==> src/rtl/i2s_tx.sv <==
// I2S transmitter: one-frame holding register feeding a bclk/lrclk generator and
// an MSB-first serializer in standard I2S framing (one bclk delay after lrclk).
module i2s_tx #(
    parameter int DATA_WIDTH    = 18,
    parameter int SLOT_WIDTH    = 32,
    parameter int CLK_DIV       = 4,
    parameter int OFFSET_BIN_IN = 0
) (
    input  logic                  dclk,
    input  logic                  rst,
    input  logic [DATA_WIDTH-1:0] din_left,
    input  logic [DATA_WIDTH-1:0] din_right,
    input  logic                  din_valid,
    output logic                  din_ready,
    output logic                  bclk,
    output logic                  lrclk,
    output logic                  sdout,
    output logic                  underrun
);
    localparam int CW = $clog2(CLK_DIV);
    localparam int BW = $clog2(2*SLOT_WIDTH);
    localparam logic [CW-1:0] DIV_LAST = CW'(CLK_DIV-1);
    localparam logic [BW-1:0] BIT_LAST = BW'(2*SLOT_WIDTH-1);
    localparam logic [BW-1:0] SLOT     = BW'(SLOT_WIDTH);
    localparam logic [BW-1:0] DLEN     = BW'(DATA_WIDTH);
    localparam logic [DATA_WIDTH-1:0] FLIP =
        (OFFSET_BIN_IN != 0) ? {1'b1, {(DATA_WIDTH-1){1'b0}}} : '0;

    logic [CW-1:0]         div_cnt;
    logic [BW-1:0]         bit_cnt;
    logic [BW-1:0]         bit_nxt;
    logic [BW-1:0]         pos;
    logic                  chan_nxt;
    logic                  data_slot;
    logic                  fall;
    logic                  frame_start;
    logic                  accept;
    logic                  hold_full;
    logic [DATA_WIDTH-1:0] hold_l, hold_r;
    logic [DATA_WIDTH-1:0] sh_l, sh_r;

    assign din_ready   = ~hold_full;
    assign accept      = din_valid & ~hold_full;
    assign fall        = (div_cnt == DIV_LAST) & bclk;
    assign bit_nxt     = (bit_cnt == BIT_LAST) ? '0 : bit_cnt + BW'(1);
    assign chan_nxt    = (bit_nxt >= SLOT);
    assign pos         = chan_nxt ? bit_nxt - SLOT : bit_nxt;
    // Slot position 0 is the I2S one-bit delay; data occupies 1..DATA_WIDTH.
    assign data_slot   = (pos != '0) && (pos <= DLEN);
    assign frame_start = fall & (bit_nxt == '0);

    always_ff @(posedge dclk or posedge rst) begin
        if (rst) begin
            div_cnt <= '0;
            bclk    <= 1'b0;
        end else if (div_cnt == DIV_LAST) begin
            div_cnt <= '0;
            bclk    <= ~bclk;
        end else begin
            div_cnt <= div_cnt + CW'(1);
        end
    end

    // Data and word select only move on bclk falling edges.
    always_ff @(posedge dclk or posedge rst) begin
        if (rst) begin
            bit_cnt  <= BIT_LAST;
            lrclk    <= 1'b0;
            sdout    <= 1'b0;
            underrun <= 1'b0;
            sh_l     <= '0;
            sh_r     <= '0;
        end else begin
            underrun <= 1'b0;
            if (fall) begin
                bit_cnt <= bit_nxt;
                lrclk   <= chan_nxt;
                sdout   <= 1'b0;
                if (frame_start) begin
                    sh_l     <= hold_full ? hold_l : '0;
                    sh_r     <= hold_full ? hold_r : '0;
                    underrun <= ~hold_full;
                end else if (data_slot) begin
                    if (chan_nxt) begin
                        sdout <= sh_r[DATA_WIDTH-1];
                        sh_r  <= sh_r << 1;
                    end else begin
                        sdout <= sh_l[DATA_WIDTH-1];
                        sh_l  <= sh_l << 1;
                    end
                end
            end
        end
    end

    // Accept needs an empty register, so it never collides with the unload.
    always_ff @(posedge dclk or posedge rst) begin
        if (rst) begin
            hold_full <= 1'b0;
            hold_l    <= '0;
            hold_r    <= '0;
        end else if (accept) begin
            hold_full <= 1'b1;
            hold_l    <= din_left ^ FLIP;
            hold_r    <= din_right ^ FLIP;
        end else if (frame_start) begin
            hold_full <= 1'b0;
        end
    end
endmodule

==> config.mk <==
export PLATFORM = sky130hd
export DESIGN_NAME = i2s_tx
export DESIGN_NICKNAME = d
export VERILOG_FILES = /design/src/rtl/i2s_tx.sv
export SDC_FILE = /design/constraint.sdc
export NUM_CORES = 1
export LEC_CHECK = 0
export CAP_MARGIN = 20
export CORE_MARGIN = 2
export CORE_UTILIZATION = 43
export DETAILED_ROUTE_END_ITERATION = 12
export PLACE_DENSITY_LB_ADDON = 0.08
export SLEW_MARGIN = 10
export SYNTH_ARGS = -nofsm -noshare
export SYNTH_HDL_FRONTEND = slang
export SYNTH_SLANG_ARGS = --single-unit
==> constraint.sdc <==
create_clock -name dclk -period 3.76 [get_ports dclk]
set_input_delay 0.376 -clock dclk [delete_from_list [all_inputs] [get_ports dclk]]
set_output_delay 0.376 -clock dclk [all_outputs]
set_load 0.005 [all_outputs]
After elaboration in Yosys (flattened, before gate mapping)
Cells that the tools add are included.
W data, S select, Z words.
- add/subtract/negate cells: 3
- $mul: 0
- divide/modulo/power cells: 0
- order comparisons: 2
- equality and inequality tests: 3
- shifts and indexed selects: 0
- muxes and demuxes: 18
- bitwise operators: 5
- reduce and logical (&&, ||, !) cells: 8
- operators with widths (cell ; count):
    $mux W18 ; 8
    $mux W6 ; 2
    $mux W1 ; 7
    $add A6 B1 Y6 const B ; 1
    $eq A6 B6 Y1 const B ; 1
    $ge A6 B6 Y1 const B ; 1
    $le A6 B5 Y1 const B ; 1
    $logic_not A6 Y1 ; 1
    $reduce_and A3 Y1 ; 2
    $reduce_bool A2 Y1 ; 3
    $reduce_bool A6 Y1 ; 1
    $sub A6 B6 Y6 const B ; 1
    $and A1 B1 Y1 ; 3
    $add A2 B1 Y2 const B ; 1
    $eq A2 B2 Y1 const B ; 1
    $mux W2 ; 1
    $ne A2 B1 Y1 const B ; 1
    $not A1 Y1 ; 2
    $logic_and A1 B1 Y1 ; 1
- register bits: 85
- latch bits: 0
- bits in writable memories: 0
- ROM bits: 0
- bits of input ports: 39
- output and inout bits: 5
- logic and storage cells: 50
- memories kept: 0

Longest topological paths before layout
Gate-level depths: netlist (run 1).
- depth after elaboration: 8
- gate-level depth with buffers: 9
- depth with buffers taken out: 6

Worst setup path after synthesis (run 1)
Ideal clock, no wire load.
- path kind: register -> register
- start: reg bit_cnt[0]
- end: reg hold_full
- setup time: 0.118 ns
- arrival time: 1.956 ns
- slack: 1.686 ns
- stages on the path, launching flop included: 9
- path buffers: 2
- period minus slack after synthesis: 2.074 ns
- path through: dfstp_2 -> ha_1 -> nand3_1 -> xor2_1 -> o2111a_1 -> buf_2 -> nand2_1 -> buf_2 -> a21o_1
- word-level cells in the longest chain between the ends: 5
- elaborated cells on any way between the ends: 6
- those cells by class: add/sub (1); eq/ne (1); mux (1); bitwise (1); reduce/logical (2)
- RTL lines (element ; RTL line ; text):
    from (decl) ; 30 ; logic [BW-1:0] bit_cnt;
    from (signal assigned) ; 76 ; bit_cnt <= bit_nxt;
    $add A6 B1 Y6 or $eq A6 B6 Y1 (tied branches) ; 45 ; assign bit_nxt = (bit_cnt == BIT_LAST) ? '0 : bit_cnt + BW'(1);
    $mux W6 * ; 45 ;
    $logic_not A6 Y1 * ; 50 ; assign frame_start = fall & (bit_nxt == '0);
    $and A1 B1 Y1 * ; 50 ;
    $reduce_bool A2 Y1 (no line) * ; n/a ;
    to (signal assigned) ; 99 ; hold_full <= 1'b0;
    to (signal assigned) ; 103 ; hold_full <= 1'b1;
    to (signal assigned) ; 107 ; hold_full <= 1'b0;
    to (decl) ; 38 ; logic hold_full;
Mark *: on every way between the ends. The rest lies on a longest branch, timed or not.
A chain may end at the register's enable or synchronous reset.

Worst setup path after layout (run 1)
- start: reg bit_cnt[0]
- end: reg sh_r[12]
- word-level cells in the longest chain between the ends: 8
- elaborated cells on any way between the ends: 15
- those cells by class: add/sub (2); order compare (2); eq/ne (1); mux (3); bitwise (1); reduce/logical (6)
- RTL lines (element ; RTL line ; text):
    $add A6 B1 Y6 or $eq A6 B6 Y1 (tied branches) ; 45 ;
    $mux W6 * ; 45 ;
    $sub A6 B6 Y6 or $ge A6 B6 Y1 (tied branches) ; 47, 46 ;
    $mux W6 ; 47 ; assign pos = chan_nxt ? bit_nxt - SLOT : bit_nxt;
    $le A6 B5 Y1 or $reduce_bool A6 Y1 (tied branches) ; 49 ; assign data_slot = (pos != '0) && (pos <= DLEN);
    $logic_and A1 B1 Y1 ; 49 ;
    $reduce_bool A2 Y1 (no line) ; n/a ;
    $reduce_and A3 Y1 (no line) ; n/a ;
    to (signal assigned) ; 81 ; sh_r <= hold_full ? hold_r : '0;
    to (signal assigned) ; 86 ; sh_r <= sh_r << 1;
    to (decl) ; 40 ; logic [DATA_WIDTH-1:0] sh_l, sh_r;
Marks and branches as above.

==> flow_metrics.env, run 1 <==
export IMPL_synthesis_area_mm2=0.00395
export IMPL_holdWs_ns=0.426
export IMPL_cp_arrival_ns=3.10
export IMPL_hp_class="input pin to async pin"
export IMPL_yosysUniqueCellTypes=37
export IMPL_grt_max_degree=54
export IMPL_gp_congestion=0.841
export IMPL_port_buffers=43
export IMPL_crit_type="register to register"
export IMPL_path_cells="ha_1, nand3_1, xor2_1, a21o_1, and3_1, o221ai_1"
export IMPL_ys_flop_type="dfrtp_1"
export IMPL_antenna_found_initial=0
export IMPL_dp_hpwl_mm=5.04
export IMPL_p_per_area_mw_per_mm2=450
export IMPL_vdd_ir_drop_max_mv=0.206
export IMPL_skew_ns=0.0139
export IMPL_synth_seq_cells=85
export IMPL_period_needed_ns=2.93
export IMPL_drive_above_1_share_pct=20.5
export IMPL_ant_nets=0
export IMPL_nets=423
export IMPL_grt_use_met3_pct=2.79
export IMPL_max_freq_mhz=342
export IMPL_yosys_area_top_type="dfrtp_1"
export IMPL_finalCritPeriodShare_pct=77.8
export IMPL_antenna_cells=0
export IMPL_start_util_pct=44.8
export IMPL_rr_worst_depth=6
export IMPL_numCtsBuffers=9
export IMPL_drtIter0Drc=126
export IMPL_grt_pass1_vias=2878
export IMPL_cpMaxStageDelayCell="and3_1"
export IMPL_cp_num_buf_inv=0
export IMPL_synthToLayoutAreaGrowth_pct=16.8
export IMPL_cpLargestDelayFamily="simple AND/OR/NAND/NOR gates"
export IMPL_use_met1_pct=26.5
export IMPL_maxCapViolCount=0
export IMPL_grt_pass1_wl_mm=14.3
export IMPL_maxSlewViolCount=0
export IMPL_slowest_delay_ns=0.81
export IMPL_die_w_um=99.8
export IMPL_postSynthCellCount=352
export IMPL_worstSkewPairLatency_ns=0.35
export IMPL_yosysSeqAreaShare_pct=54.1
export IMPL_path_max_fanout=18
export IMPL_core_mm2=0.00881
export IMPL_drt_wirelength_per_cell_um=16.7
export IMPL_reg2reg_to="sh_r[12]$_DFFE_PP0P_"
export IMPL_post_cts_resized=0
export IMPL_r2r_start="bit_cnt[0]$_DFFE_PP1P_"
export IMPL_top_usage_layer="met2"
export IMPL_outcome="finished clean"
export IMPL_slew_headroom_pct=31.6
export IMPL_synth_area_top_cells="dfrtp_1 (50%), mux2_2 (10%), nand4_1 (5.7%), o21ai_0 (4.6%), dfstp_2 (4.0%)"
export IMPL_rrSetupSlack_ns=0.83
export IMPL_setup_viol=0
export IMPL_cts_sinks=85
export IMPL_drc=0
export IMPL_avgSynthCellArea_um2=11.2
export IMPL_grt_total_usage_pct=17.8
export IMPL_netlist_area_leader_share_pct=50.1
export IMPL_path_clk_slew_ns=0.09
export IMPL_synth_edf_count=0
export IMPL_clk_path_buf_depth=2
export IMPL_rsz0062_at_grt="false"
export IMPL_cts_root_buf="clkbuf_8"
export IMPL_start_kind="register"
export IMPL_viasPerCell=5.92
export IMPL_cts_hold_buf=0
export IMPL_endpoint_kind="register"
export IMPL_ioPinCount=44
export IMPL_gr_usage_met2_pct=26.8
export IMPL_postCtsSetupRepairBufs=0
export IMPL_required_ns=3.94
export IMPL_synthArstFlopShare_pct=100
export IMPL_htreeDepth=3
export IMPL_vias=2920
export IMPL_tightest_slew_ns=1.02
export IMPL_yosys_warnings=0
export IMPL_synth_net_count=395
export IMPL_tns_ns=0
export IMPL_overflow=0
export IMPL_wl_mm=8.26
export IMPL_cts_tree="done"
export IMPL_firstDrtPassIters=4
export IMPL_row_count=34
export IMPL_die_h_um=99.8
export IMPL_hold_viol=0
export IMPL_dieArea_mm2=0.00996
export IMPL_p_leak_nw=1.88
[worst register-to-register path, cell delays in order (launching register included)]
cell	delay, ns
dfstp_2	0.61
ha_1	0.29
nand3_1	0.12
xor2_1	0.28
a21o_1	0.43
and3_1	0.81
o221ai_1	0.22
[cell families after synthesis]
family	Yosys count	synth area share [%]
buf+inv	38	4.53
simple gates	82	10.9
flops	85	54.1
compound gates	100	17.4
fa+ha+maj	4	1.27
xor+xnor	6	1.33
mux	37	10.5
[cells in the mapped netlist (all sizes together), types with 2 or more instances]
cell type and number:
o21ai 37, xor2 3, nand3 4, a21o 3
o31ai 2, a31oi 17, ha 4, xnor2 3
and2 2, buf 15, o221ai 16, dfstp 6
mux2 36, nor2 7, inv 4, nand2 28
clkbuf 19, and3 2, dfrtp 79, nand4 36
o22ai 2, a21oi 19
[flip-flops by register name, indices dropped and copies added, names as in the netlist]
| name | count |
|---|---|
| sh_r | 18 |
| bclk | 1 |
| sh_l | 18 |
| sdout | 1 |
| underrun | 1 |
| hold_l | 18 |
| hold_r | 18 |
| div_cnt | 2 |
| lrclk | 1 |
| hold_full | 1 |
| bit_cnt | 6 |
[layer usage]
metal	vias to the layer above	wire length [um]
met5	-	0
li1	1369	-
met1	1491	4070
met2	49	3860
met3	11	209
met4	0	114
[per-stage QoR]
stage / power [mW] / cells / worst slack [ns] / util (%) / instance area [um2]
2_1_floorplan: 1.34 / 352 / 1.20 / - / 3950
3_3_place_gp: 1.44 / 477 / 0.935 / 50.2 / 4420
3_5_place_dp: 1.45 / 477 / 0.887 / 50.2 / 4420
4_1_cts: 2.10 / 493 / 0.851 / 52.3 / 4610
5_1_grt: 2.17 / 493 / 0.560 / 52.3 / 4610
6_report: 2.07 / 493 / 0.834 / 52.3 / 4610
[worst max path at each step]
stage / startpoint / end / slack [ns] / cells after the start
global route: bit_cnt[0]$_DFFE_PP1P_ / sh_r[11]$_DFFE_PP0P_ / 0.56 / 6
finish: bit_cnt[0]$_DFFE_PP1P_ / sh_r[12]$_DFFE_PP0P_ / 0.83 / 6
global placement: bit_cnt[0]$_DFFE_PP1P_ / sh_r[10]$_DFFE_PP0P_ / 0.94 / 6
detailed placement: bit_cnt[0]$_DFFE_PP1P_ / sh_r[12]$_DFFE_PP0P_ / 0.89 / 6
floorplan: rst / bclk$_DFFE_PP0P_ / 1.20 / 1
CTS: bit_cnt[0]$_DFFE_PP1P_ / sh_r[12]$_DFFE_PP0P_ / 0.85 / 6
[report_power, final]
group	switching, mW	total, mW	internal, mW
Clock	0.327	0.651	0.324
Combinational	0.106	0.275	0.169
Sequential	0.0821	1.15	1.06
[layout by cell type, fill, tap and decap left out, types with 2 or more instances in the layout]
cell,instances
o21ai_0,36
mux2_2,36
o221ai_2,9
nand4_1,36
ha_1,4
a21o_1,3
a31oi_1,17
xnor2_1,3
nand3_1,3
clkdlybuf4s50_1,43
and3_1,2
o221ai_1,7
o22ai_1,2
clkinv_2,3
xor2_1,3
clkbuf_1,2
nand2_1,28
nor2_1,7
dfstp_2,6
clkbuf_8,10
buf_4,8
dfrtp_1,79
inv_1,3
o31ai_1,2
a21oi_1,18
[cell type report]
| cell class | instances | area (um2) |
|---|---|---|
| fillers | 799 | 4200 |
| well taps | 108 | 135 |
| inverters | 4 | 16.3 |
| clock inverters | 4 | 47.5 |
| clock buffers | 12 | 145 |
| multi-input cells | 229 | 1640 |
| flip-flops and latches | 85 | 2130 |
| repair buffers | 51 | 490 |
Note: power is estimated with default switching activity, not from simulation.
==> run 2, diff against run 1 <==
==> constraint.sdc (replaced) <==
create_clock -name dclk -period 2.8 [get_ports dclk]
set_input_delay 0.28 -clock dclk [delete_from_list [all_inputs] [get_ports dclk]]
set_output_delay 0.28 -clock dclk [all_outputs]
set_load 0.005 [all_outputs]
==> run 2 against run 1 <==
Compared with the run above:
- cell count increased by 1.8%
- combinational power increased by 33%
- critical path depth increased by 1
- register-to-register slack got worse by 0.37 ns
- maximum frequency increased by 26%
- hold slack got worse by 0.20 ns
- critical endpoint is now sh_r[11]$_DFFE_PP0P_
- largest cell class unchanged
- largest power group unchanged
- highest routed layer unchanged
==> flow_metrics.env, run 2 (synthesis gave the netlist of run 1 again) <==
export IMPL_outcome="finished clean"
export IMPL_die_w_um=99.8
export IMPL_hold_viol=0
export IMPL_cts_root_buf="clkbuf_8"
export IMPL_r2r_start="bit_cnt[0]$_DFFE_PP1P_"
export IMPL_viasPerCell=5.68
export IMPL_maxSlewViolCount=0
export IMPL_maxCapViolCount=0
export IMPL_fin_area_mm2=0.00472
export IMPL_start_kind="register"
export IMPL_antenna_cells=0
export IMPL_post_cts_resized=0
export IMPL_power_frac_comb_pct=12.7
export IMPL_grt_max_degree=43
export IMPL_dpl_instance_area_mm2=0.00450
export IMPL_finalCritPeriodShare_pct=83.2
export IMPL_tightest_slew_ns=0.659
export IMPL_endpoint_kind="register"
export IMPL_port_buffers=43
export IMPL_firstDrtPassIters=4
export IMPL_clk_path_buf_depth=2
export IMPL_cp_arrival_ns=2.59
export IMPL_skew_ns=0.0102
export IMPL_cts_tree="done"
export IMPL_nets=432
export IMPL_switchingPower_mw=0.695
export IMPL_numCtsBuffers=9
export IMPL_vdd_ir_drop_max_mv=0.346
export IMPL_drc=0
export IMPL_dieArea_mm2=0.00996
export IMPL_ioPinCount=44
export IMPL_rsz0062_at_grt="false"
export IMPL_power_total_mw=2.88
export IMPL_slew_headroom_pct=56.1
export IMPL_rrSetupSlack_ns=0.47
export IMPL_tns_ns=0
export IMPL_grt_total_usage_pct=17.6
export IMPL_p_per_area_mw_per_mm2=611
export IMPL_p_int_mw=2.19
export IMPL_reg2reg_to="sh_r[11]$_DFFE_PP0P_"
export IMPL_fillers=801
export IMPL_max_freq_mhz=429
export IMPL_final_common_cell="dfrtp_1"
export IMPL_grt_pass1_wl_mm=14.0
export IMPL_utilization_pct=53.6
export IMPL_worstSkewPairLatency_ns=0.36
export IMPL_drt_wirelength_per_cell_um=16.1
export IMPL_path_clk_slew_ns=0.08
export IMPL_htreeDepth=3
export IMPL_setup_viol=0
export IMPL_p_seq_share_pct=53.5
export IMPL_synthToLayoutAreaGrowth_pct=19.6
export IMPL_cts_sinks=85
export IMPL_overflow=0
export IMPL_final_cell_mix="dfrtp_1 (79), clkdlybuf4s50_1 (43), mux2_2 (36), o21ai_0 (36), nand4_1 (36)"
export IMPL_core_mm2=0.00881
export IMPL_p_sw_share_pct=24.1
export IMPL_clock_power_share_pct=33.8
export IMPL_rr_worst_depth=7
export IMPL_ant_nets=0
export IMPL_drive_above_1_share_pct=22.6
export IMPL_path_max_fanout=20
export IMPL_cts_hold_buf=0
export IMPL_gp_congestion=0.826
export IMPL_dp_hpwl_mm=5.23
export IMPL_die_h_um=99.8
export IMPL_required_ns=3.06
export IMPL_crit_type="register to register"
export IMPL_wl_mm=8.11
export IMPL_period_needed_ns=2.33
export IMPL_hp_class="input pin to async pin"
export IMPL_start_util_pct=44.8
export IMPL_row_count=34
export IMPL_p_leak_nw=1.94
export IMPL_vias=2850
export IMPL_antenna_found_initial=0
export IMPL_drtIter0Drc=139
export IMPL_postCtsSetupRepairBufs=0
export IMPL_grt_pass1_vias=2884
run 2: cell types whose count changed in the layout (fill, tap and decap cells not counted):
cell       before  now
buf_4           8   16
buf_12          0    1
bufinv_16       1    2
clkbuf_1        2    1
clkinv_2        3    2
inv_6           0    1
run 2: per-layer routing:
layer	share of wire (%)	vias up	GRT usage (%)	routed length [um]
li1	-	1392	-	-
met4	0.95	0	8.11	77
met3	2.9	6	3.20	235
met2	49	39	27.1	3940
met5	0	-	0	0
met1	48	1413	24.3	3850
run 2: worst max path at each step:
stage                                      start                    to  depth (start not counted)
after floorplan                              rst      bclk$_DFFE_PP0P_                          1
after global routing      bit_cnt[0]$_DFFE_PP1P_  sh_r[11]$_DFFE_PP0P_                          7
after detailed placement  bit_cnt[0]$_DFFE_PP1P_  sh_r[10]$_DFFE_PP0P_                          7
final                     bit_cnt[0]$_DFFE_PP1P_  sh_r[11]$_DFFE_PP0P_                          7
after CTS                 bit_cnt[0]$_DFFE_PP1P_  sh_r[11]$_DFFE_PP0P_                          7
after global placement    bit_cnt[0]$_DFFE_PP1P_   sh_l[4]$_DFFE_PP0P_                          8
run 2: layout make-up:
class,instances,area (um2),area share (%)
Multi-Input combinational cell,229,1640,34.8
Sequential cell,85,2130,45.2
Tap cell,108,135,2.86
Clock buffer,11,141,3.00
Inverter,4,16.3,0.345
Clock inverter,5,81.3,1.72
Timing Repair Buffer,60,571,12.1
run 2: stage by stage:
| step | worst slack [ns] | instances | hold slack (ns) |
|---|---|---|---|
| after global placement | 0.536 | 486 | 0.415 |
| after detailed placement | 0.483 | 486 | 0.426 |
| after floorplan | 0.336 | 352 | 0.403 |
| final | 0.469 | 502 | 0.231 |
| after global routing | 0.226 | 502 | 0.261 |
| after CTS | 0.445 | 502 | 0.232 |
run 2: power groups by stage:
stage / clock, mW / combinational (mW) / sequential (mW)
after detailed placement: 0 / 0.375 / 1.57
after global routing: 1.05 / 0.414 / 1.57
after floorplan: 0 / 0.272 / 1.52
after CTS: 1.01 / 0.376 / 1.55
final: 0.975 / 0.366 / 1.54
after global placement: 0 / 0.369 / 1.57
run 2: worst max-delay path, stage by stage (launching register included):
cell and delay [ns]:
dfstp_2 0.61, ha_1 0.28, nand3_1 0.12, xor2_1 0.26, o2111a_1 0.43, nand2_1 0.09
buf_4 0.23, o221ai_1 0.22
==> run 3, diff against run 2 <==
==> constraint.sdc (replaced) <==
create_clock -name dclk -period 2.12 [get_ports dclk]
set_input_delay 0.212 -clock dclk [delete_from_list [all_inputs] [get_ports dclk]]
set_output_delay 0.212 -clock dclk [all_outputs]
set_load 0.005 [all_outputs]
==> run 3 against run 2 <==
Compared with the run above:
- non-clock buffer count is 22 higher
- global-route usage is 0.51 points higher
- sequential power increased by 32%
- maximum frequency grew 13%
- combinational power increased by 34%
- setup slack lost 0.41 ns
- register-to-register slack got worse by 0.41 ns
- routed wire length increased by 5.4%
- power rose by 28%
==> flow_metrics.env, run 3 (synthesis gave the netlist of run 1 again) <==
export IMPL_outcome="finished clean"
export IMPL_overflow=0
export IMPL_p_seq_share_pct=55.4
export IMPL_startpoint="bit_cnt[0]$_DFFE_PP1P_"
export IMPL_grt_pass1_wl_mm=14.6
export IMPL_slew_headroom_pct=71.7
export IMPL_cts_hold_buf=0
export IMPL_max_freq_mhz=486
export IMPL_drive_above_1_share_pct=29.3
export IMPL_fin_area_mm2=0.00501
export IMPL_nets=454
export IMPL_cp_arrival_ns=2.28
export IMPL_row_count=34
export IMPL_antenna_cells=0
export IMPL_clk_path_buf_depth=2
export IMPL_maxCapViolCount=0
export IMPL_vdd_ir_drop_max_mv=0.396
export IMPL_hp_class="input pin to async pin"
export IMPL_p_per_area_mw_per_mm2=735
export IMPL_viasPerCell=5.66
export IMPL_path_max_fanout=42
export IMPL_cp_num_buf_inv=2
export IMPL_cpLargestDelayFamily="compound AO/OA/AOI/OAI gates"
export IMPL_p_sw_share_pct=24.8
export IMPL_wl_mm=8.55
export IMPL_rsz0062_at_grt="true"
export IMPL_grt_pass1_vias=2978
export IMPL_grt_max_degree=44
export IMPL_dpl_instance_area_mm2=0.00468
export IMPL_gp_congestion=0.819
export IMPL_skew_ns=0.00950
export IMPL_gr_usage_met2_pct=28.2
export IMPL_drtIter0Drc=177
export IMPL_setup_viol=0
export IMPL_p_int_mw=2.77
export IMPL_path_clk_slew_ns=0.09
export IMPL_drc=0
export IMPL_crit_type="register to register"
export IMPL_finalCritPeriodShare_pct=97.0
export IMPL_start_kind="register"
export IMPL_hold_viol=0
export IMPL_dp_hpwl_mm=5.49
export IMPL_htreeDepth=3
export IMPL_maxSlewViolCount=0
export IMPL_worstSkewPairLatency_ns=0.35
export IMPL_synthToLayoutAreaGrowth_pct=27.1
export IMPL_clock_power_share_pct=31.3
export IMPL_numCtsBuffers=9
export IMPL_final_common_cell="dfrtp_1"
export IMPL_drt_wirelength_per_cell_um=16.3
export IMPL_cts_root_buf="clkbuf_8"
export IMPL_p_leak_nw=2.08
export IMPL_grt_total_usage_pct=18.1
export IMPL_ant_nets=0
export IMPL_power_frac_comb_pct=13.3
export IMPL_cpMaxStageDelayCell="dfstp_2"
export IMPL_ioPinCount=44
export IMPL_top_usage_layer="met2"
export IMPL_vias=2966
export IMPL_period_needed_ns=2.06
export IMPL_slowest_delay_ns=0.56
export IMPL_final_cell_mix="dfrtp_1 (79), clkdlybuf4s50_1 (43), mux2_2 (36), nand4_1 (36), o21ai_0 (30)"
export IMPL_core_mm2=0.00881
export IMPL_tightest_slew_ns=0.423
export IMPL_dieArea_mm2=0.00996
export IMPL_cts_sinks=85
export IMPL_endpoint_kind="register"
export IMPL_die_w_um=99.8
export IMPL_die_h_um=99.8
export IMPL_required_ns=2.35
export IMPL_cts_tree="done"
export IMPL_r2r_start="bit_cnt[0]$_DFFE_PP1P_"
export IMPL_tns_ns=0
export IMPL_use_met1_pct=26.0
export IMPL_grt_use_met3_pct=2.58
export IMPL_antenna_found_initial=0
export IMPL_start_util_pct=44.8
export IMPL_firstDrtPassIters=5
export IMPL_port_buffers=43
export IMPL_switchingPower_mw=0.913
export IMPL_path_cells="buf_4, nand3_1, xor2_2, o2111ai_2, buf_12, o21ai_0, o221ai_2"
==> run 3: area by class of cell <==
class | count | area (um2)
multi-input combinational | 229 | 1720
tap | 108 | 135
inverter | 4 | 18.8
fill | 742 | 3790
sequential | 85 | 2130
timing repair buffer | 82 | 818
clock buffer | 12 | 145
clock inverter | 4 | 47.5
==> run 3: power groups by stage <==
stage	Combinational, mW	Clock (mW)	Sequential [mW]
global route	0.552	1.25	2.08
detailed placement	0.499	0	2.08
finish	0.490	1.15	2.04
CTS	0.501	1.18	2.05
global placement	0.488	0	2.07
floorplan	0.360	0	2.01
==> run 3: worst register-to-register path, cell delays in order, from the launching register on <==
cell	delay [ns]
dfstp_2	0.56
buf_4	0.17
nand3_1	0.14
xor2_2	0.24
o2111ai_2	0.20
buf_12	0.23
o21ai_0	0.25
o221ai_2	0.14
==> run 3: worst paths after layout <==
path / endpoint / slack, ns / cells after the start
setup reg to reg: sh_r[6]$_DFFE_PP0P_ / 0.06 / 7
min in group dclk: div_cnt[0]$_DFF_PP0_ / 0.43 / 1
setup / recovery: sh_r[6]$_DFFE_PP0P_ / 0.06 / 7
hold / removal: hold_l[3]$_DFFE_PP0P_ / 0.22 / 2
max in group asynchronous: sh_r[15]$_DFFE_PP0P_ / 1.34 / 3
hold reg to reg: div_cnt[0]$_DFF_PP0_ / 0.43 / 1
==> run 3: metal layers <==
| metal | routed length, um | part of all wire [%] |
|---|---|---|
| met1 | 4270 | 50 |
| met2 | 3920 | 46 |
| met3 | 218 | 2.6 |
| met4 | 148 | 1.7 |
| met5 | 0 | 0 |
==> run 3: through the flow <==
step	cells	setup WS (ns)	total power, mW	hold slack [ns]	utilization (%)
after floorplan	352	0.0457	2.37	0.364	-
after global placement	502	0.00748	2.55	0.414	53.2
after detailed placement	502	-0.0510	2.58	0.419	53.2
after CTS	520	0.000412	3.72	0.233	55.7
after global routing	524	-0.0600	3.89	0.236	56.9
final	524	0.0640	3.69	0.225	56.9
==> run 3: repair_timing <==
| item | CTS | global route |
|---|---|---|
| cloned | 0 | 1 |
| setup buffers | 2 | 3 |
| resized for setup | 5 | 21 |
| endpoints found under the setup margin | 30 | 38 |
| pin swaps | 1 | 0 |
